$ cat src/rtl/wb_stage_if.sv
// Writeback stage bus: MEM-stage payload and LSU response in, regfile write / forward / status out.
interface wb_stage_if #(
   parameter int unsigned CNT_W = 64
);
   logic             mem_valid;
   logic             mem_reg_wr;
   logic [4:0]       mem_rd;
   logic [1:0]       mem_wb_sel;
   logic [31:0]      mem_alu_res;
   logic [31:0]      mem_pc4;
   logic [2:0]       mem_funct3;
   logic [1:0]       mem_addr_lo;
   logic             lsu_rvalid;
   logic [31:0]      lsu_rdata;
   logic             lsu_err;
   logic             wb_stall;
   logic             rf_wr_en;
   logic [4:0]       rf_wr_addr;
   logic [31:0]      rf_wr_data;
   logic             fwd_valid;
   logic [4:0]       fwd_rd;
   logic [31:0]      fwd_data;
   logic             load_err;
   logic [CNT_W-1:0] instret;

   // Upstream/LSU side (drives the stage)
   modport master (
      output mem_valid, mem_reg_wr, mem_rd, mem_wb_sel, mem_alu_res, mem_pc4,
             mem_funct3, mem_addr_lo, lsu_rvalid, lsu_rdata, lsu_err,
      input  wb_stall, rf_wr_en, rf_wr_addr, rf_wr_data, fwd_valid, fwd_rd,
             fwd_data, load_err, instret
   );

   // Writeback stage side
   modport slave (
      input  mem_valid, mem_reg_wr, mem_rd, mem_wb_sel, mem_alu_res, mem_pc4,
             mem_funct3, mem_addr_lo, lsu_rvalid, lsu_rdata, lsu_err,
      output wb_stall, rf_wr_en, rf_wr_addr, rf_wr_data, fwd_valid, fwd_rd,
             fwd_data, load_err, instret
   );
endinterface

$ cat src/rtl/wb_stage.sv
// Writeback stage: MEM/WB register, result select, load alignment, LSU wait with timeout, retire count.
module wb_stage #(
   parameter int unsigned LOAD_TIMEOUT = 64,
   parameter int unsigned CNT_W        = 64
) (
   input  logic       clk,
   input  logic       rst_n,
   wb_stage_if.slave  bus
);
   localparam int unsigned TW = $clog2(LOAD_TIMEOUT + 1);

   typedef enum logic [1:0] {EMPTY = 2'd0, HOLD = 2'd1, LD_WAIT = 2'd2} state_t;

   state_t           state_q, state_d;
   logic [TW-1:0]    tcnt_q, tcnt_d;
   logic             reg_wr_q, reg_wr_d;
   logic [4:0]       rd_q, rd_d;
   logic [1:0]       wb_sel_q, wb_sel_d;
   logic [31:0]      alu_q, alu_d;
   logic [31:0]      pc4_q, pc4_d;
   logic [2:0]       funct3_q, funct3_d;
   logic [1:0]       addr_lo_q, addr_lo_d;
   logic [CNT_W-1:0] instret_q, instret_d;

   logic             stall, retire, ld_err, wr_en;
   logic [31:0]      wr_data, ld_data;
   logic [7:0]       ld_b;
   logic [15:0]      ld_h;

   // State and MEM/WB register
   always_ff @(posedge clk or negedge rst_n) begin
      if (!rst_n) begin
         state_q   <= EMPTY;
         tcnt_q    <= '0;
         reg_wr_q  <= 1'b0;
         rd_q      <= '0;
         wb_sel_q  <= '0;
         alu_q     <= '0;
         pc4_q     <= '0;
         funct3_q  <= '0;
         addr_lo_q <= '0;
         instret_q <= '0;
      end else begin
         state_q   <= state_d;
         tcnt_q    <= tcnt_d;
         reg_wr_q  <= reg_wr_d;
         rd_q      <= rd_d;
         wb_sel_q  <= wb_sel_d;
         alu_q     <= alu_d;
         pc4_q     <= pc4_d;
         funct3_q  <= funct3_d;
         addr_lo_q <= addr_lo_d;
         instret_q <= instret_d;
      end
   end

   // Load data alignment and extension; addr_lo[0] does not affect halfwords
   always_comb begin
      ld_b = bus.lsu_rdata[{addr_lo_q, 3'b000} +: 8];
      ld_h = bus.lsu_rdata[{addr_lo_q[1], 4'b0000} +: 16];
      case (funct3_q)
         3'b000:  ld_data = {{24{ld_b[7]}}, ld_b};
         3'b100:  ld_data = {24'd0, ld_b};
         3'b001:  ld_data = {{16{ld_h[15]}}, ld_h};
         3'b101:  ld_data = {16'd0, ld_h};
         default: ld_data = bus.lsu_rdata;
      endcase
   end

   // Next state, stall/retire decisions and write-port outputs
   always_comb begin
      state_d   = state_q;
      tcnt_d    = tcnt_q;
      reg_wr_d  = reg_wr_q;
      rd_d      = rd_q;
      wb_sel_d  = wb_sel_q;
      alu_d     = alu_q;
      pc4_d     = pc4_q;
      funct3_d  = funct3_q;
      addr_lo_d = addr_lo_q;
      instret_d = instret_q;
      stall     = 1'b0;
      retire    = 1'b0;
      ld_err    = 1'b0;
      wr_en     = 1'b0;
      wr_data   = '0;

      case (state_q)
         HOLD: retire = 1'b1;
         LD_WAIT: begin
            if (bus.lsu_rvalid) begin
               if (bus.lsu_err) ld_err = 1'b1;
               else             retire = 1'b1;
            end else if (tcnt_q == TW'(LOAD_TIMEOUT - 1)) begin
               ld_err = 1'b1;
            end else begin
               stall  = 1'b1;
               tcnt_d = tcnt_q + TW'(1);
            end
         end
         default: ;
      endcase

      if (retire) instret_d = instret_q + CNT_W'(1);

      wr_en = retire && reg_wr_q && (rd_q != 5'd0);
      if (wr_en) begin
         if (state_q == LD_WAIT)    wr_data = ld_data;
         else if (wb_sel_q == 2'b10) wr_data = pc4_q;
         else                        wr_data = alu_q;
      end

      // Capture the next instruction whenever not stalled, including the load-completion cycle
      if (!stall) begin
         reg_wr_d  = bus.mem_reg_wr;
         rd_d      = bus.mem_rd;
         wb_sel_d  = bus.mem_wb_sel;
         alu_d     = bus.mem_alu_res;
         pc4_d     = bus.mem_pc4;
         funct3_d  = bus.mem_funct3;
         addr_lo_d = bus.mem_addr_lo;
         tcnt_d    = '0;
         if (!bus.mem_valid)               state_d = EMPTY;
         else if (bus.mem_wb_sel == 2'b01) state_d = LD_WAIT;
         else                              state_d = HOLD;
      end
   end

   assign bus.wb_stall   = stall;
   assign bus.rf_wr_en   = wr_en;
   assign bus.rf_wr_addr = wr_en ? rd_q : 5'd0;
   assign bus.rf_wr_data = wr_data;
   assign bus.fwd_valid  = wr_en;
   assign bus.fwd_rd     = wr_en ? rd_q : 5'd0;
   assign bus.fwd_data   = wr_data;
   assign bus.load_err   = ld_err;
   assign bus.instret    = instret_q;
endmodule

$ cat src/flat_wrapper.sv
// flat-port wrapper written by rule: the top's interface ports become plain ports
module wb_stage_flat 
#(
   parameter int unsigned LOAD_TIMEOUT = 64,
   parameter int unsigned CNT_W        = 64
)
  (clk, rst_n, bus_mem_valid, bus_mem_reg_wr, bus_mem_rd, bus_mem_wb_sel, bus_mem_alu_res, bus_mem_pc4, bus_mem_funct3, bus_mem_addr_lo, bus_lsu_rvalid, bus_lsu_rdata, bus_lsu_err, bus_wb_stall, bus_rf_wr_en, bus_rf_wr_addr, bus_rf_wr_data, bus_fwd_valid, bus_fwd_rd, bus_fwd_data, bus_load_err, bus_instret);
  wb_stage_if #(.CNT_W(CNT_W)) bus_i ();
  input  logic clk;
  input  logic rst_n;
  input wire logic [$bits(bus_i.mem_valid)-1:0] bus_mem_valid;
  input wire logic [$bits(bus_i.mem_reg_wr)-1:0] bus_mem_reg_wr;
  input wire logic [$bits(bus_i.mem_rd)-1:0] bus_mem_rd;
  input wire logic [$bits(bus_i.mem_wb_sel)-1:0] bus_mem_wb_sel;
  input wire logic [$bits(bus_i.mem_alu_res)-1:0] bus_mem_alu_res;
  input wire logic [$bits(bus_i.mem_pc4)-1:0] bus_mem_pc4;
  input wire logic [$bits(bus_i.mem_funct3)-1:0] bus_mem_funct3;
  input wire logic [$bits(bus_i.mem_addr_lo)-1:0] bus_mem_addr_lo;
  input wire logic [$bits(bus_i.lsu_rvalid)-1:0] bus_lsu_rvalid;
  input wire logic [$bits(bus_i.lsu_rdata)-1:0] bus_lsu_rdata;
  input wire logic [$bits(bus_i.lsu_err)-1:0] bus_lsu_err;
  output wire logic [$bits(bus_i.wb_stall)-1:0] bus_wb_stall;
  output wire logic [$bits(bus_i.rf_wr_en)-1:0] bus_rf_wr_en;
  output wire logic [$bits(bus_i.rf_wr_addr)-1:0] bus_rf_wr_addr;
  output wire logic [$bits(bus_i.rf_wr_data)-1:0] bus_rf_wr_data;
  output wire logic [$bits(bus_i.fwd_valid)-1:0] bus_fwd_valid;
  output wire logic [$bits(bus_i.fwd_rd)-1:0] bus_fwd_rd;
  output wire logic [$bits(bus_i.fwd_data)-1:0] bus_fwd_data;
  output wire logic [$bits(bus_i.load_err)-1:0] bus_load_err;
  output wire logic [$bits(bus_i.instret)-1:0] bus_instret;
  assign bus_i.mem_valid = bus_mem_valid;
  assign bus_i.mem_reg_wr = bus_mem_reg_wr;
  assign bus_i.mem_rd = bus_mem_rd;
  assign bus_i.mem_wb_sel = bus_mem_wb_sel;
  assign bus_i.mem_alu_res = bus_mem_alu_res;
  assign bus_i.mem_pc4 = bus_mem_pc4;
  assign bus_i.mem_funct3 = bus_mem_funct3;
  assign bus_i.mem_addr_lo = bus_mem_addr_lo;
  assign bus_i.lsu_rvalid = bus_lsu_rvalid;
  assign bus_i.lsu_rdata = bus_lsu_rdata;
  assign bus_i.lsu_err = bus_lsu_err;
  assign bus_wb_stall = bus_i.wb_stall;
  assign bus_rf_wr_en = bus_i.rf_wr_en;
  assign bus_rf_wr_addr = bus_i.rf_wr_addr;
  assign bus_rf_wr_data = bus_i.rf_wr_data;
  assign bus_fwd_valid = bus_i.fwd_valid;
  assign bus_fwd_rd = bus_i.fwd_rd;
  assign bus_fwd_data = bus_i.fwd_data;
  assign bus_load_err = bus_i.load_err;
  assign bus_instret = bus_i.instret;
  wb_stage #(.LOAD_TIMEOUT(LOAD_TIMEOUT), .CNT_W(CNT_W)) u_core (.clk(clk), .rst_n(rst_n), .bus(bus_i));
endmodule
$ cat config.mk
export PLATFORM = sky130hd
export DESIGN_NAME = wb_stage_flat
export DESIGN_NICKNAME = d
export VERILOG_FILES = /design/src/rtl/wb_stage_if.sv /design/src/rtl/wb_stage.sv /design/src/flat_wrapper.sv
export SDC_FILE = /design/constraint.sdc
export NUM_CORES = 1
export LEC_CHECK = 0
export CAP_MARGIN = 25
export CORE_MARGIN = 3
export CORE_UTILIZATION = 45
export CTS_CLUSTER_DIAMETER = 200
export CTS_CLUSTER_SIZE = 8
export DETAILED_ROUTE_END_ITERATION = 10
export HOLD_SLACK_MARGIN = 0.05
export PLACE_DENSITY = 0.78
export RECOVER_POWER = 50
export SYNTH_ARGS = -nofsm -noshare
export SYNTH_HDL_FRONTEND = slang
export SYNTH_SLANG_ARGS = --single-unit
$ cat constraint.sdc
create_clock -name clk -period 2.5 [get_ports clk]
set_input_delay 0.25 -clock clk [delete_from_list [all_inputs] [get_ports clk]]
set_output_delay 0.25 -clock clk [all_outputs]
set_load 0.05 [all_outputs]
# After elaboration in Yosys (flattened, before gate mapping)
# Cells that the tools add are included.
[word_totals]
reg_bits = 150
latchBits = 0
ram_bits = 0
mem_bits_ro = 0
input_bits = 114
mem_count = 0
[classes]
n_addsub = 2
n_mul = 0
div = 0
n_lt_le_gt_ge = 0
n_eq_ne = 11
shifts = 2
mux = 21
bitwise_logic = 0
reduce_logical = 5
[ops]
columns = ["operator", "count"]
rows = [
  ["$pmux 32 s4", 1],
  ["$mux 32", 3],
  ["$add 64x1->64 const B", 1],
  ["$shiftx 32x6->16", 1],
  ["$shiftx 32x6->8", 1],
  ["$mux 7", 4],
  ["$mux 1", 9],
  ["$add 7x1->7 const B", 1],
  ["$eq 7x6->1 const B", 1],
  ["$eq 3x3->1 const B", 2],
  ["$mux 5", 1],
  ["$reduce_bool 5->1", 1],
  ["$eq 2x1->1 const B", 2],
  ["$eq 2x2->1 const B", 2],
  ["$mux 2", 2],
  ["$ne 2x2->1 const B", 2],
  ["$eq 3x1->1 const B", 1],
  ["$logic_not 3->1", 1],
  ["$reduce_and 3->1", 1],
  ["$logic_and 1x1->1", 2],
  ["$ne 2x1->1 const B", 1],
  ["$pmux 1 s2", 1],
]

# Longest topological paths before layout
# Gate-level depths: netlist of run 1.
[depth]
depth_word = 6
ltp_mapped = 10
ltp_nobuf = 8

# Worst setup path after synthesis of run 1
# OpenSTA, ideal clock, no wires.
[synth_timing]
path_kind = "register to output"
startpoint = "register u_core.state_q[0]"
endpoint = "output port bus_rf_wr_data[4]"
t_arrival_ns = 3.334
setup_slack_ns = -1.084
stages_incl_launch_ff = 10
cell_sequence = "dfrtp_1 > inv_1 > ha_1 > buf_4 > nand3b_2 > a21oi_1 > o211ai_2 > clkbuf_1 > a211oi_1 > buf_4"
[synth_between]
elab_chain_cells = 5
word_cells_on_any_way = 7
classes_between = "eq/ne (2); mux (3); reduce/logical (2)"
[synth_rtl]
columns = ["item", "line", "text"]
rows = [
  ["from (decl)", "wb_stage.sv:14", "state_t state_q, state_d;"],
  ["from (signal assigned)", "wb_stage.sv:44", "state_q <= state_d;"],
  ["$eq 2x2->1 / $eq 2x1->1 (equally long branches)", "wb_stage.sv:88, wb_stage.sv:108", ""],
  ["$pmux 1 s2", "wb_stage.sv:88", "case (state_q)"],
  ["$logic_and 1x1->1 (2 in a row)", "wb_stage.sv:106", "wr_en = retire && reg_wr_q && (rd_q != 5'd0);"],
  ["$mux 32 (*)", "wb_stage.sv:107", "if (wr_en) begin"],
  ["to (decl)", "flat_wrapper.sv:25", "output wire logic [$bits(bus_i.rf_wr_data)-1:0] bus_rf_wr_data;"],
]
# Mark *: on every way between the ends. The rest lies on a longest branch, timed or not.

# Worst setup path after layout of run 1
[layout_timing]
startpoint = "register u_core.state_q[1]"
endpoint = "output port bus_rf_wr_data[15]"
# Same word-level chain as after synthesis.

==> results of run 1 <==
[cell type report]
type                       instances  area [sq um]  share of cell area, %
inverter                          21           105                  0.796
antenna                            5          12.5                 0.0948
tap                              225           282                   2.13
sequential                       150          3750                   28.4
clock buffer                      20           467                   3.54
timing repair inverter             1          16.3                  0.123
timing repair buffer             326          4050                   30.7
clock inverter                    12           128                  0.967
multi-input combinational        641          4380                   33.2
[where the power goes]
group / switching, mW / internal, mW
Clock: 1.02 / 1.54
Sequential: 0.131 / 2.56
Combinational: 0.856 / 0.695
Total: 2.01 / 4.80
[sequential cells by signal, summed over array words and instances (netlist names)]
signal,flops
u_core.alu_q,32
u_core.funct3_q,3
u_core.state_q,2
u_core.tcnt_q,7
u_core.wb_sel_q,2
u_core.pc4_q,32
u_core.rd_q,5
u_core.addr_lo_q,2
u_core.reg_wr_q,1
u_core.bus.instret,64
[cell usage after synthesis (all sizes together), types with 14 or more instances]
cell | n | area (sq um)
nand3 | 20 | 105
clkbuf | 29 | 109
xnor2 | 34 | 298
nor4 | 17 | 214
buf | 51 | 357
nand4 | 20 | 161
dfrtp | 150 | 3750
nor2 | 62 | 233
mux2i | 16 | 160
nand2 | 259 | 975
inv | 21 | 78.8
and3 | 15 | 93.8
a21oi | 14 | 73.8
xor2 | 33 | 289
a211oi | 18 | 153
o22a | 24 | 210
o21ai | 26 | 130
nor3 | 14 | 70.1
[through the flow]
step / setup WS [ps] / hold WS (ps) / cell area [sq um] / setup TNS, ps
final: -108 / 357 / 13200 / -3170
after global routing: -177 / 344 / 13200 / -15170
after CTS: -67.1 / 341 / 12900 / -1650
after detailed placement: -294 / 265 / 11900 / -3310
after global placement: -236 / 263 / 11900 / -2510
after floorplan: -113 / -45.6 / 8440 / -1370
[layer usage]
metal,track usage (%),wire length [um]
met5,0,0
met4,12.8,1280
met3,5.84,2180
met2,44.0,13700
met1,35.0,10900
[path summary, 6_finish.rpt]
kind | start | to | cells past startpoint
setup / recovery | u_core.state_q[1] | bus_rf_wr_data[15] | 11
hold / removal | bus_mem_rd[3] | u_core.rd_q[3] | 3
setup reg to reg | u_core.state_q[0] | u_core.bus.instret[55] | 9
hold reg to reg | u_core.pc4_q[23] | u_core.pc4_q[23] | 2
max in group asynchronous | rst_n | u_core.bus.instret[15] | 3
min in group asynchronous | rst_n | u_core.pc4_q[19] | 2
[logic make-up after synthesis]
logic type               Yosys count  synth area share [%]
AND/OR/NAND/NOR                  443                  26.3
flip-flops                       150                  46.5
buffers and inverters            101                  6.74
AO/OA/AOI/OAI                    100                  8.94
XOR/XNOR                          67                  7.27
multiplexers                      27                  3.66
adder cells (fa/ha/maj)            4                 0.620
[layout by cell type, fill, tap and decap left out, types with 8 or more instances in the layout]
cell type	synthesis	routed
nand2_1	258	256
clkdlybuf4s50_1	0	176
dfrtp_1	150	149
buf_12	0	86
buf_4	40	48
nor2_1	62	46
xnor2_1	34	34
xor2_1	33	33
o22a_1	24	24
o21ai_0	25	22
nand3_1	19	19
clkbuf_16	0	18
nand4_1	17	17
mux2i_1	16	16
nor2_4	0	16
and3_1	15	15
inv_1	20	15
nor3_1	14	13
nor4_2	10	10
and2_1	11	9
a21oi_4	0	8
o22ai_2	0	8
a211oi_4	1	8
[what timing repair did]
action	4_1_cts	5_1_grt
hold buffers	1	0
endpoints found under the hold margin	58	0
buffers inserted	22	12
endpoints found under the setup margin	69	69
pin swaps	27	17
gates resized for setup	47	33
gates cloned	3	1
[worst max-delay path, cell delays in order, from the launching register on]
cell and delay (ps):
dfrtp_1 430, inv_2 110, ha_4 160, inv_8 40, a21oi_4 200, o211ai_4 110
buf_12 170, buf_12 140, clkinv_8 60, o221ai_4 120, a21oi_4 210, buf_12 170
==> flow_summary.html, run 1 <==
<table>
<tr><th>Metric</th><th>Value</th></tr>
<tr><th colspan="2">Hold path</th></tr>
<tr><td>Worst hold path type</td><td>in -&gt; reg</td></tr>
<tr><th colspan="2">Outcome</th></tr>
<tr><td>Run status</td><td>finished, violations left</td></tr>
<tr><td>Violated checks</td><td>max-capacitance violations, max-slew violations, negative setup slack</td></tr>
<tr><th colspan="2">Clocking</th></tr>
<tr><td>Number of buffers added by the clock tree synthesis step</td><td>17</td></tr>
<tr><td>Clock root buffer</td><td>clkbuf_16</td></tr>
<tr><td>Clock Tree Buf Depth</td><td>2</td></tr>
<tr><td>Clock tree from TritonCTS</td><td>yes</td></tr>
<tr><td>H-tree levels</td><td>4</td></tr>
<tr><td>Later-pin clock latency in the skew report</td><td>420 ps</td></tr>
<tr><td>Reg clk slew, reported paths</td><td>60 ps</td></tr>
<tr><td>Clock sink count</td><td>150</td></tr>
<tr><th colspan="2">Timing</th></tr>
<tr><td>Clock period minus worst slack</td><td>2610 ps</td></tr>
<tr><td>Final period utilization</td><td>104%</td></tr>
<tr><td>Worst-case headroom to the max-slew limit</td><td>-2.10%</td></tr>
<tr><td>Crit path setup slack, layout</td><td>-108 ps</td></tr>
<tr><td>Setup repair after global routing missed its margin</td><td>true</td></tr>
<tr><td>Final setup violation count</td><td>62</td></tr>
<tr><td>Maximum clock frequency</td><td>383 MHz</td></tr>
<tr><td>Final number of max-transition violations</td><td>62</td></tr>
<tr><td>Measured slew at the worst slew-check pin</td><td>1530 ps</td></tr>
<tr><td>Hold violation total from the final report</td><td>0</td></tr>
<tr><td>Layout Skew</td><td>9.05 ps</td></tr>
<tr><th colspan="2">Synth</th></tr>
<tr><td>Gate count after technology mapping</td><td>892</td></tr>
<tr><td>Sequential area share after synthesis</td><td>46.5%</td></tr>
<tr><td>Register bit total from synthesis</td><td>150</td></tr>
<tr><td>Combined area of all synthesized cells</td><td>8070 sq um</td></tr>
<tr><td>YS warnings</td><td>0</td></tr>
<tr><td>Number of enable flip-flop cells after synthesis</td><td>0</td></tr>
<tr><td>Number of distinct library cells after synthesis</td><td>52</td></tr>
<tr><td>Syn avg cell area</td><td>9.05 sq um</td></tr>
<tr><td>Synth Net Count</td><td>1010</td></tr>
<tr><td>Proportion of register bits with asynchronous set or reset after synthesis</td><td>100%</td></tr>
<tr><td>Main synth FF type</td><td>dfrtp_1</td></tr>
<tr><th colspan="2">Drt</th></tr>
<tr><td>Via/cell ratio</td><td>5.58</td></tr>
<tr><td>Number of nets with antenna violations after routing</td><td>0</td></tr>
<tr><td>Vias</td><td>7815</td></tr>
<tr><td>Iter 0 DRT Violations</td><td>613</td></tr>
<tr><td>Router iterations before antenna repair</td><td>5</td></tr>
<tr><td>Total Wirelength</td><td>28100 um</td></tr>
<tr><td>Post-detailed-route wirelength per cell</td><td>20.0 um</td></tr>
<tr><td>Number of remaining DRC errors</td><td>0</td></tr>
<tr><th colspan="2">Final layout</th></tr>
<tr><td>Final cell utilization of the core</td><td>75.8%</td></tr>
<tr><td>Final standard cell count with taps included and fillers excluded</td><td>1401</td></tr>
<tr><td>Share of cells above drive strength 1</td><td>24.7%</td></tr>
<tr><td>Layout overhead on the synthesized area</td><td>63.5%</td></tr>
<tr><td>Total of fill cells in the finished design</td><td>1119</td></tr>
<tr><td>Nets</td><td>1276</td></tr>
<tr><th colspan="2">Placement</th></tr>
<tr><td>DPL Wire Length</td><td>19200 um</td></tr>
<tr><td>Number of port buffers</td><td>255</td></tr>
<tr><td>Cell Count Post-Placement</td><td>1325</td></tr>
<tr><td>GP Congestion</td><td>0.932</td></tr>
<tr><th colspan="2">Worst setup path</th></tr>
<tr><td>Crit path capture type</td><td>output port</td></tr>
<tr><td>Worst EP arrival</td><td>2360 ps</td></tr>
<tr><td>Largest driver fanout on the critical path</td><td>5</td></tr>
<tr><td>Worst reg2reg setup slack</td><td>260 ps</td></tr>
<tr><td>Startpoint kind of the worst setup timing path</td><td>flop</td></tr>
<tr><td>Classification of the worst setup path</td><td>reg -&gt; out</td></tr>
<tr><td>CP required</td><td>2250 ps</td></tr>
<tr><th colspan="2">Global routing</th></tr>
<tr><td>First-pass GRT wire length</td><td>42300 um</td></tr>
<tr><td>All-layer global routing usage</td><td>27.2%</td></tr>
<tr><td>Antenna violations before repair</td><td>5</td></tr>
<tr><td>Global route total overflow</td><td>0</td></tr>
<tr><td>Largest net degree at the start of global routing</td><td>62</td></tr>
<tr><td>Vias in the first global route</td><td>7609</td></tr>
<tr><th colspan="2">Floorplan</th></tr>
<tr><td>Number of top-level pins</td><td>256</td></tr>
<tr><td>Horiz. Die Dim</td><td>140 um</td></tr>
<tr><td>Core area</td><td>17400 sq um</td></tr>
<tr><td>Standard-cell rows</td><td>48</td></tr>
<tr><td>Total Die Area</td><td>19600 sq um</td></tr>
<tr><td>Starting density of the core</td><td>46.3%</td></tr>
<tr><td>Overall die height</td><td>140 um</td></tr>
<tr><th colspan="2">Power</th></tr>
<tr><td>P_leak</td><td>5.83 nW</td></tr>
<tr><td>Cell Pwr Density</td><td>515 nW/um^2</td></tr>
<tr><td>Total design power</td><td>6.80 mW</td></tr>
<tr><td>Max IR drop VDD</td><td>0.000710 V</td></tr>
<tr><th colspan="2">Flow run</th></tr>
<tr><td>Max cap viols</td><td>1</td></tr>
</table>
(Power assumes the default switching activity.)
==> run 2: changes to the inputs <==
SKIP_CTS_REPAIR_TIMING = 1   (was unset)
==> run 2 against run 1 <==
  * The flow still finishes with violations (max-capacitance violations, max-slew violations, negative setup slack)
  * Hold slack got worse by 5.0 ps
  * Utilization down 1.6 points
  * Combinational power decreased by 3%
  * Final cell count fell by 1.3%
  * Flip-flop and latch count stayed put
  * Sequential power about the same
  * Routed wire length shrank 3.3%
  * Highest routed layer unchanged
==> flow_summary.html, run 2 (synthesized netlist as in run 1, its figures left out) <==
<table>
<tr><th>Metric</th><th>Value</th></tr>
<tr><th colspan="2">Final layout</th></tr>
<tr><td>Share of cells above drive strength 1</td><td>23.3% (-1.4 points)</td></tr>
<tr><td>Nets</td><td>1260 (-1.3%)</td></tr>
<tr><td>Most frequent standard cell in the layout excluding fill and tap cells</td><td>nand2_1</td></tr>
<tr><td>Layout overhead on the synthesized area</td><td>60.0%</td></tr>
<tr><td>Final cell utilization of the core</td><td>74.2% (-1.6 points)</td></tr>
<tr><td>Most frequent cells in the layout</td><td>256 x nand2_1, 176 x clkdlybuf4s50_1, 150 x dfrtp_1, 88 x buf_12, 46 x nor2_1</td></tr>
<tr><td>Max reg flops</td><td>64 (unchanged)</td></tr>
<tr><th colspan="2">Flow run</th></tr>
<tr><td>Max cap viols</td><td>1 (unchanged)</td></tr>
<tr><th colspan="2">Global routing</th></tr>
<tr><td>Vias in the first global route</td><td>7353 (-3.4%)</td></tr>
<tr><td>Global route total overflow</td><td>0 (unchanged)</td></tr>
<tr><td>Antenna violations before repair</td><td>3 (-2)</td></tr>
<tr><td>First-pass GRT wire length</td><td>40700 um (-3.9%)</td></tr>
<tr><td>Largest net degree at the start of global routing</td><td>62 (unchanged)</td></tr>
<tr><td>All-layer global routing usage</td><td>26.1% (-1.1 points)</td></tr>
<tr><th colspan="2">Worst setup path</th></tr>
<tr><td>Classification of the worst setup path</td><td>reg -&gt; out</td></tr>
<tr><td>Library cell appearing most often on the critical path</td><td>buf_12</td></tr>
<tr><td>Largest driver fanout on the critical path</td><td>6 (+1)</td></tr>
<tr><td>CP required</td><td>2250 ps (about the same)</td></tr>
<tr><td>Worst EP arrival</td><td>2390 ps (+30 ps)</td></tr>
<tr><td>Startpoint kind of the worst setup timing path</td><td>flop</td></tr>
<tr><td>Stage delay of the slowest cell on the critical path</td><td>430 ps (about the same)</td></tr>
<tr><td>Crit path capture type</td><td>output port</td></tr>
<tr><td>Critical path's slowest cell</td><td>dfrtp_1</td></tr>
<tr><td>Cells along the critical path</td><td>inv_2 &gt; ha_2 &gt; inv_4 &gt; a21oi_4 &gt; o211ai_4 &gt; buf_12 &gt; buf_12 &gt; a211oi_4 &gt; buf_12</td></tr>
<tr><th colspan="2">Placement</th></tr>
<tr><td>DPL Wire Length</td><td>19200 um (unchanged)</td></tr>
<tr><td>Number of port buffers</td><td>255 (unchanged)</td></tr>
<tr><td>GP Congestion</td><td>0.932 (unchanged)</td></tr>
<tr><th colspan="2">Timing</th></tr>
<tr><td>Final number of max-transition violations</td><td>61 (-1.6%)</td></tr>
<tr><td>Measured slew at the worst slew-check pin</td><td>1570 ps (+35.2 ps)</td></tr>
<tr><td>Setup repair after global routing missed its margin</td><td>true</td></tr>
<tr><td>Clock period minus worst slack</td><td>2640 ps (+29.2 ps)</td></tr>
<tr><td>Maximum clock frequency</td><td>379 MHz (-1.1%)</td></tr>
<tr><td>Final period utilization</td><td>105% (+1.2 points)</td></tr>
<tr><td>Final setup violation count</td><td>64 (+3.2%)</td></tr>
<tr><td>Hold violation total from the final report</td><td>0 (unchanged)</td></tr>
<tr><td>Crit path setup slack, layout</td><td>-137 ps (-29.2 ps)</td></tr>
<tr><td>Min Hold Slack</td><td>352 ps (-4.99 ps)</td></tr>
<tr><td>Worst-case headroom to the max-slew limit</td><td>-4.44% (-2.3 points)</td></tr>
<tr><td>Layout Skew</td><td>8.67 ps (-0.381 ps)</td></tr>
<tr><th colspan="2">Clocking</th></tr>
<tr><td>Clock Tree Buf Depth</td><td>2 (unchanged)</td></tr>
<tr><td>Reg clk slew, reported paths</td><td>60 ps (about the same)</td></tr>
<tr><td>Clock root buffer</td><td>clkbuf_16</td></tr>
<tr><td>Clock tree from TritonCTS</td><td>yes</td></tr>
<tr><td>H-tree levels</td><td>4 (unchanged)</td></tr>
<tr><td>Number of buffers added by the clock tree synthesis step</td><td>17 (unchanged)</td></tr>
<tr><td>Clock sink count</td><td>150 (unchanged)</td></tr>
<tr><td>Later-pin clock latency in the skew report</td><td>430 ps (about the same)</td></tr>
<tr><th colspan="2">Drt</th></tr>
<tr><td>Iter 0 DRT Violations</td><td>674 (+10%)</td></tr>
<tr><td>Via/cell ratio</td><td>5.50 (-1.3%)</td></tr>
<tr><td>Post-detailed-route wirelength per cell</td><td>19.6 um (-2.1%)</td></tr>
<tr><td>Router iterations before antenna repair</td><td>5 (unchanged)</td></tr>
<tr><td>Vias</td><td>7612 (-2.6%)</td></tr>
<tr><td>Total Wirelength</td><td>27100 um (-3.3%)</td></tr>
<tr><td>Number of remaining DRC errors</td><td>0 (unchanged)</td></tr>
<tr><td>Number of nets with antenna violations after routing</td><td>0 (unchanged)</td></tr>
<tr><th colspan="2">Power</th></tr>
<tr><td>Cell Pwr Density</td><td>522 nW/um^2 (+1.3%)</td></tr>
<tr><td>Max IR drop VDD</td><td>0.000701 V (-1.2%)</td></tr>
<tr><td>P_leak</td><td>5.71 nW (-2.0%)</td></tr>
<tr><th colspan="2">Outcome</th></tr>
<tr><td>Run status</td><td>finished, violations left</td></tr>
<tr><td>Violated checks</td><td>max-capacitance violations, max-slew violations, negative setup slack</td></tr>
<tr><th colspan="2">Floorplan</th></tr>
<tr><td>Total Die Area</td><td>19600 sq um (unchanged)</td></tr>
<tr><td>Overall die height</td><td>140 um (unchanged)</td></tr>
<tr><td>Number of top-level pins</td><td>256 (unchanged)</td></tr>
<tr><td>Horiz. Die Dim</td><td>140 um (unchanged)</td></tr>
<tr><td>Starting density of the core</td><td>46.3% (unchanged)</td></tr>
<tr><td>Standard-cell rows</td><td>48 (unchanged)</td></tr>
<tr><td>Core area</td><td>17400 sq um (unchanged)</td></tr>
<tr><th colspan="2">Hold path</th></tr>
<tr><td>Worst hold path type</td><td>in -&gt; reg</td></tr>
</table>
-- run 2: cell types whose count changed in the layout (fill, tap and decap cells not counted), sizes merged --
cell | previous run | this run
clkbuf | 25 | 23
diode | 5 | 3
buf | 144 | 130
clkinv | 8 | 7
inv | 19 | 20
-- run 2: per-stage QoR --
stage	power (mW)	cell area (sq um)	TNS (ps)	std cells	worst slack, ps
floorplan	3.46	8440	-1370	892	-113
global placement	4.07	11900	-2510	1325	-236
detailed placement	4.09	11900	-3310	1325	-294
CTS	6.66	12500	-15900	1357	-423
global route	6.96	12900	-9340	1383	-205
finish	6.75	12900	-4800	1383	-137
-- run 2: area by class of cell --
class	count	area [sq um]
timing repair buffer	310	3890
inverter	21	92.6
clock buffer	20	467
antenna	3	7.51
multi-input combinational	641	4290
clock inverter	12	128
timing repair inverter	1	6.26
fill	1161	4500
tap	225	282
sequential	150	3750
-- run 2: power by group --
group,leakage [nW],internal [mW],switching [mW],total (mW)
Sequential,1.86,2.56,0.130,2.69
Clock,0.284,1.54,1.02,2.56
Combinational,3.56,0.666,0.834,1.50
Total,5.71,4.76,1.98,6.75
-- run 2: final timing paths --
kind,startpoint,endpoint,slack [ps],depth (start not counted)
setup / recovery,u_core.state_q[1],bus_fwd_data[7],-140,9
hold / removal,bus_mem_pc4[23],u_core.pc4_q[23],350,3
setup reg to reg,u_core.state_q[0],u_core.bus.instret[55],220,9
hold reg to reg,u_core.alu_q[5],u_core.alu_q[5],460,2
max in group asynchronous,rst_n,u_core.alu_q[24],340,3
min in group asynchronous,rst_n,u_core.pc4_q[19],740,2
-- run 2: worst max-delay path: cells and delay by family, from the launching register on --
family	cells	cell delay [ps]
adder cells (fa/ha/maj)	1	210
flip-flops	1	430
AO/OA/AOI/OAI	3	650
buffers and inverters	5	660
-- run 2: routing by layer --
metal  track usage (%)  up-vias  share of wire [%]
met1              34.2     3748                 40
li1                  -     3457                  -
met4              10.5        0                2.6
met2              42.3      362                 50
met3              5.70       45                7.0
met5                 0        -                  0
==> run 3: changes to the inputs <==
GPL_ROUTABILITY_DRIVEN = 0   (was unset)
GPL_TIMING_DRIVEN = 0   (was unset)
==> run 3 against run 2 <==
  * The flow still finishes with violations (max-capacitance violations, max-slew violations, negative setup slack)
  * Clock power about the same
  * Register-to-register slack got worse by 130 ps
  * Non-clock buffer count increased by 53
  * Highest routed layer unchanged
==> flow_summary.html, run 3 (synthesized netlist as in run 1, its figures left out) <==
<table>
<tr><th>Metric</th><th>Value</th></tr>
<tr><th colspan="2">Outcome</th></tr>
<tr><td>Run status</td><td>finished, violations left</td></tr>
<tr><td>Violated checks</td><td>max-capacitance violations, max-slew violations, negative setup slack</td></tr>
<tr><th colspan="2">Drt</th></tr>
<tr><td>Iter 0 DRT Violations</td><td>556 (-18%)</td></tr>
<tr><td>Number of remaining DRC errors</td><td>0 (unchanged)</td></tr>
<tr><td>Topmost layer with routed signal wires</td><td>met4</td></tr>
<tr><td>Met3 WL</td><td>2360 um (+24%)</td></tr>
<tr><td>Number of nets with antenna violations after routing</td><td>0 (unchanged)</td></tr>
<tr><td>Post-detailed-route wirelength per cell</td><td>19.4 um (-1.2%)</td></tr>
<tr><td>Vias</td><td>7757 (+1.9%)</td></tr>
<tr><td>Total Wirelength</td><td>27800 um (+2.5%)</td></tr>
<tr><td>Routed length on met2</td><td>13400 um (-1.4%)</td></tr>
<tr><td>Wire length the detailed router placed on met1</td><td>11100 um (+1.6%)</td></tr>
<tr><td>Router iterations before antenna repair</td><td>5 (unchanged)</td></tr>
<tr><td>Via/cell ratio</td><td>5.41 (-1.7%)</td></tr>
<tr><th colspan="2">Placement</th></tr>
<tr><td>Number of port buffers</td><td>255 (unchanged)</td></tr>
<tr><td>Pre-CTS worst setup slack</td><td>-956 ps (-662 ps)</td></tr>
<tr><td>DPL Wire Length</td><td>19700 um (+2.5%)</td></tr>
<tr><th colspan="2">Worst setup path</th></tr>
<tr><td>Largest driver fanout on the critical path</td><td>6 (unchanged)</td></tr>
<tr><td>Worst R2R Start</td><td>u_core.state_q[0]</td></tr>
<tr><td>Crit path capture type</td><td>output port</td></tr>
<tr><td>Depth of the most critical reg-to-reg path</td><td>9 (unchanged)</td></tr>
<tr><td>Classification of the worst setup path</td><td>reg -&gt; out</td></tr>
<tr><td>Worst EP arrival</td><td>2520 ps (+130 ps)</td></tr>
<tr><td>CP required</td><td>2250 ps (about the same)</td></tr>
<tr><td>Critical path startpoint</td><td>u_core.state_q[0]</td></tr>
<tr><td>Worst reg2reg setup slack</td><td>90 ps (-130 ps)</td></tr>
<tr><td>Reg-to-reg endpoint</td><td>u_core.bus.instret[52]</td></tr>
<tr><td>Startpoint kind of the worst setup timing path</td><td>flop</td></tr>
<tr><th colspan="2">Global routing</th></tr>
<tr><td>First-pass GRT wire length</td><td>41200 um (+1.4%)</td></tr>
<tr><td>Global route total overflow</td><td>0 (unchanged)</td></tr>
<tr><td>Vias in the first global route</td><td>7382 (+0.39%)</td></tr>
<tr><td>All-layer global routing usage</td><td>26.5% (+0.42 points)</td></tr>
<tr><td>Antenna violations before repair</td><td>1 (-2)</td></tr>
<tr><td>Largest net degree at the start of global routing</td><td>81 (+31%)</td></tr>
<tr><th colspan="2">Timing</th></tr>
<tr><td>Maximum clock frequency</td><td>361 MHz (-4.9%)</td></tr>
<tr><td>Final period utilization</td><td>111% (+5.5 points)</td></tr>
<tr><td>Clock period minus worst slack</td><td>2770 ps (+137 ps)</td></tr>
<tr><td>Hold violation total from the final report</td><td>0 (unchanged)</td></tr>
<tr><td>Worst-case headroom to the max-slew limit</td><td>-39.2% (-35 points)</td></tr>
<tr><td>Measured slew at the worst slew-check pin</td><td>2090 ps (+522 ps)</td></tr>
<tr><td>Setup repair after global routing missed its margin</td><td>true</td></tr>
<tr><td>Final setup violation count</td><td>68 (+6.3%)</td></tr>
<tr><td>Crit path setup slack, layout</td><td>-273 ps (-137 ps)</td></tr>
<tr><td>Layout Skew</td><td>12.8 ps (+4.08 ps)</td></tr>
<tr><td>Final number of max-transition violations</td><td>80 (+31%)</td></tr>
<tr><td>Final sum of negative setup slack</td><td>-11280 ps (-6480 ps)</td></tr>
<tr><th colspan="2">Floorplan</th></tr>
<tr><td>Starting density of the core</td><td>46.3% (unchanged)</td></tr>
<tr><td>Standard-cell rows</td><td>48 (unchanged)</td></tr>
<tr><td>Overall die height</td><td>140 um (unchanged)</td></tr>
<tr><td>Total Die Area</td><td>19600 sq um (unchanged)</td></tr>
<tr><td>Core area</td><td>17400 sq um (unchanged)</td></tr>
<tr><td>Number of top-level pins</td><td>256 (unchanged)</td></tr>
<tr><td>Horiz. Die Dim</td><td>140 um (unchanged)</td></tr>
<tr><th colspan="2">Clocking</th></tr>
<tr><td>Reg clk slew, reported paths</td><td>70 ps (about the same)</td></tr>
<tr><td>Number of buffers added by the clock tree synthesis step</td><td>17 (unchanged)</td></tr>
<tr><td>Clock tree from TritonCTS</td><td>yes</td></tr>
<tr><td>Later-pin clock latency in the skew report</td><td>430 ps (about the same)</td></tr>
<tr><td>Clock Tree Buf Depth</td><td>2 (unchanged)</td></tr>
<tr><td>Clock sink count</td><td>150 (unchanged)</td></tr>
<tr><td>Clock root buffer</td><td>clkbuf_16</td></tr>
<tr><td>H-tree levels</td><td>4 (unchanged)</td></tr>
<tr><th colspan="2">Power</th></tr>
<tr><td>Part of the total power dissipated in the clock network</td><td>38.1% (about the same)</td></tr>
<tr><td>Internal power contribution</td><td>4.59 mW (-3.6%)</td></tr>
<tr><td>Gate power share</td><td>21.9% (-0.3 points)</td></tr>
<tr><td>Switching part of the total power</td><td>31.4% (+2.0 points)</td></tr>
<tr><td>Fraction of power consumed by sequential logic</td><td>40.0% (+0.2 points)</td></tr>
<tr><td>Total net switching power</td><td>2.10 mW (+6.1%)</td></tr>
<tr><td>Max IR drop VDD</td><td>0.000558 V (-20%)</td></tr>
<tr><td>P_leak</td><td>5.81 nW (+1.9%)</td></tr>
<tr><td>Cell Pwr Density</td><td>526 nW/um^2 (+0.71%)</td></tr>
<tr><th colspan="2">Hold path</th></tr>
<tr><td>HP Start</td><td>bus_mem_alu_res[7]</td></tr>
<tr><td>Min-Delay Endpoint</td><td>u_core.alu_q[7]</td></tr>
<tr><td>Worst hold path type</td><td>in -&gt; reg</td></tr>
<tr><td>Cells on Worst Hold Path</td><td>3 (unchanged)</td></tr>
<tr><th colspan="2">Final layout</th></tr>
<tr><td>Total of fill cells in the finished design</td><td>1219 (+5.0%)</td></tr>
<tr><td>Nets</td><td>1313 (+4.2%)</td></tr>
<tr><td>Most frequent cells in the layout</td><td>256 x nand2_1, 176 x clkdlybuf4s50_1, 150 x dfrtp_1, 57 x buf_6, 46 x nor2_1</td></tr>
<tr><td>Most frequent standard cell in the layout excluding fill and tap cells</td><td>nand2_1</td></tr>
<tr><td>Max reg flops</td><td>64 (unchanged)</td></tr>
<tr><td>Final cell utilization of the core</td><td>73.1% (-1.1 points)</td></tr>
<tr><td>Share of cells above drive strength 1</td><td>24.6% (+1.3 points)</td></tr>
<tr><td>Layout overhead on the synthesized area</td><td>57.7%</td></tr>
<tr><th colspan="2">Flow run</th></tr>
<tr><td>Max cap viols</td><td>1 (unchanged)</td></tr>
</table>
run 3: cell count changes in the layout (fill, tap and decap cells not counted), moves of 10 or more:
| cell | previous run | this run |
|---|---|---|
| buf_12 | 88 | 6 |
| buf_6 | 6 | 57 |
| buf_8 | 0 | 42 |
| clkbuf_2 | 3 | 17 |
| clkbuf_1 | 0 | 12 |
| inv_6 | 0 | 10 |
run 3: critical path, cell delays in order, from the launching register on:
cell and delay, ps:
dfrtp_1 390, inv_2 80, ha_4 130, buf_8 110
nand3b_4 130, a21oi_4 260, o211ai_4 140, buf_12 180
buf_12 140, a211oi_4 240, buf_4 170, buf_8 130
run 3: area by class of cell:
| class | instances | area (sq um) | share of cell area (%) |
|---|---|---|---|
| antenna | 1 | 2.50 | 0.0197 |
| buffer | 79 | 641 | 5.03 |
| clock buffer | 17 | 425 | 3.34 |
| clock inverter | 15 | 155 | 1.22 |
| inverter | 21 | 91.3 | 0.717 |
| multi-input combinational | 641 | 4330 | 34.0 |
| sequential | 150 | 3750 | 29.5 |
| tap | 225 | 282 | 2.21 |
| timing repair buffer | 284 | 3040 | 23.9 |
| timing repair inverter | 1 | 8.76 | 0.0688 |
run 3: per-layer routing:
layer / vias to the layer above / global-route usage, %
met3: 70 / 6.76
met2: 412 / 42.1
met1: 3713 / 36.2
li1: 3562 / -
met5: - / 0
met4: 0 / 7.65
run 3: per-stage QoR:
stage | instance area (sq um) | total power, mW | hold slack [ps] | instances
floorplan | 8440 | 3.46 | -45.6 | 892
global placement | 11300 | 3.98 | 444 | 1372
detailed placement | 11300 | 4.01 | 356 | 1373
CTS | 11900 | 6.56 | -86.6 | 1405
global route | 12700 | 6.93 | 361 | 1434
finish | 12700 | 6.70 | 357 | 1434
run 3: worst max-delay path by stage:
stage                    endpoint  slack (ps)  depth (start not counted)
4_1_cts        bus_rf_wr_data[10]       -1230                          7
2_1_floorplan  bus_rf_wr_data[10]        -110                          6
3_3_place_gp       u_core.rd_q[3]       -5000                          1
6_report        bus_rf_wr_data[3]        -270                         11
5_1_grt         bus_rf_wr_data[3]        -340                         11
3_5_place_dp   bus_rf_wr_data[10]        -960                          7
run 3: power by group through the flow:
stage / logic, mW / registers (mW) / clock network [mW]
finish: 1.47 / 2.68 / 2.55
global route: 1.55 / 2.69 / 2.69
CTS: 1.30 / 2.67 / 2.58
detailed placement: 1.29 / 2.72 / 0
global placement: 1.27 / 2.72 / 0
floorplan: 0.614 / 2.84 / 0
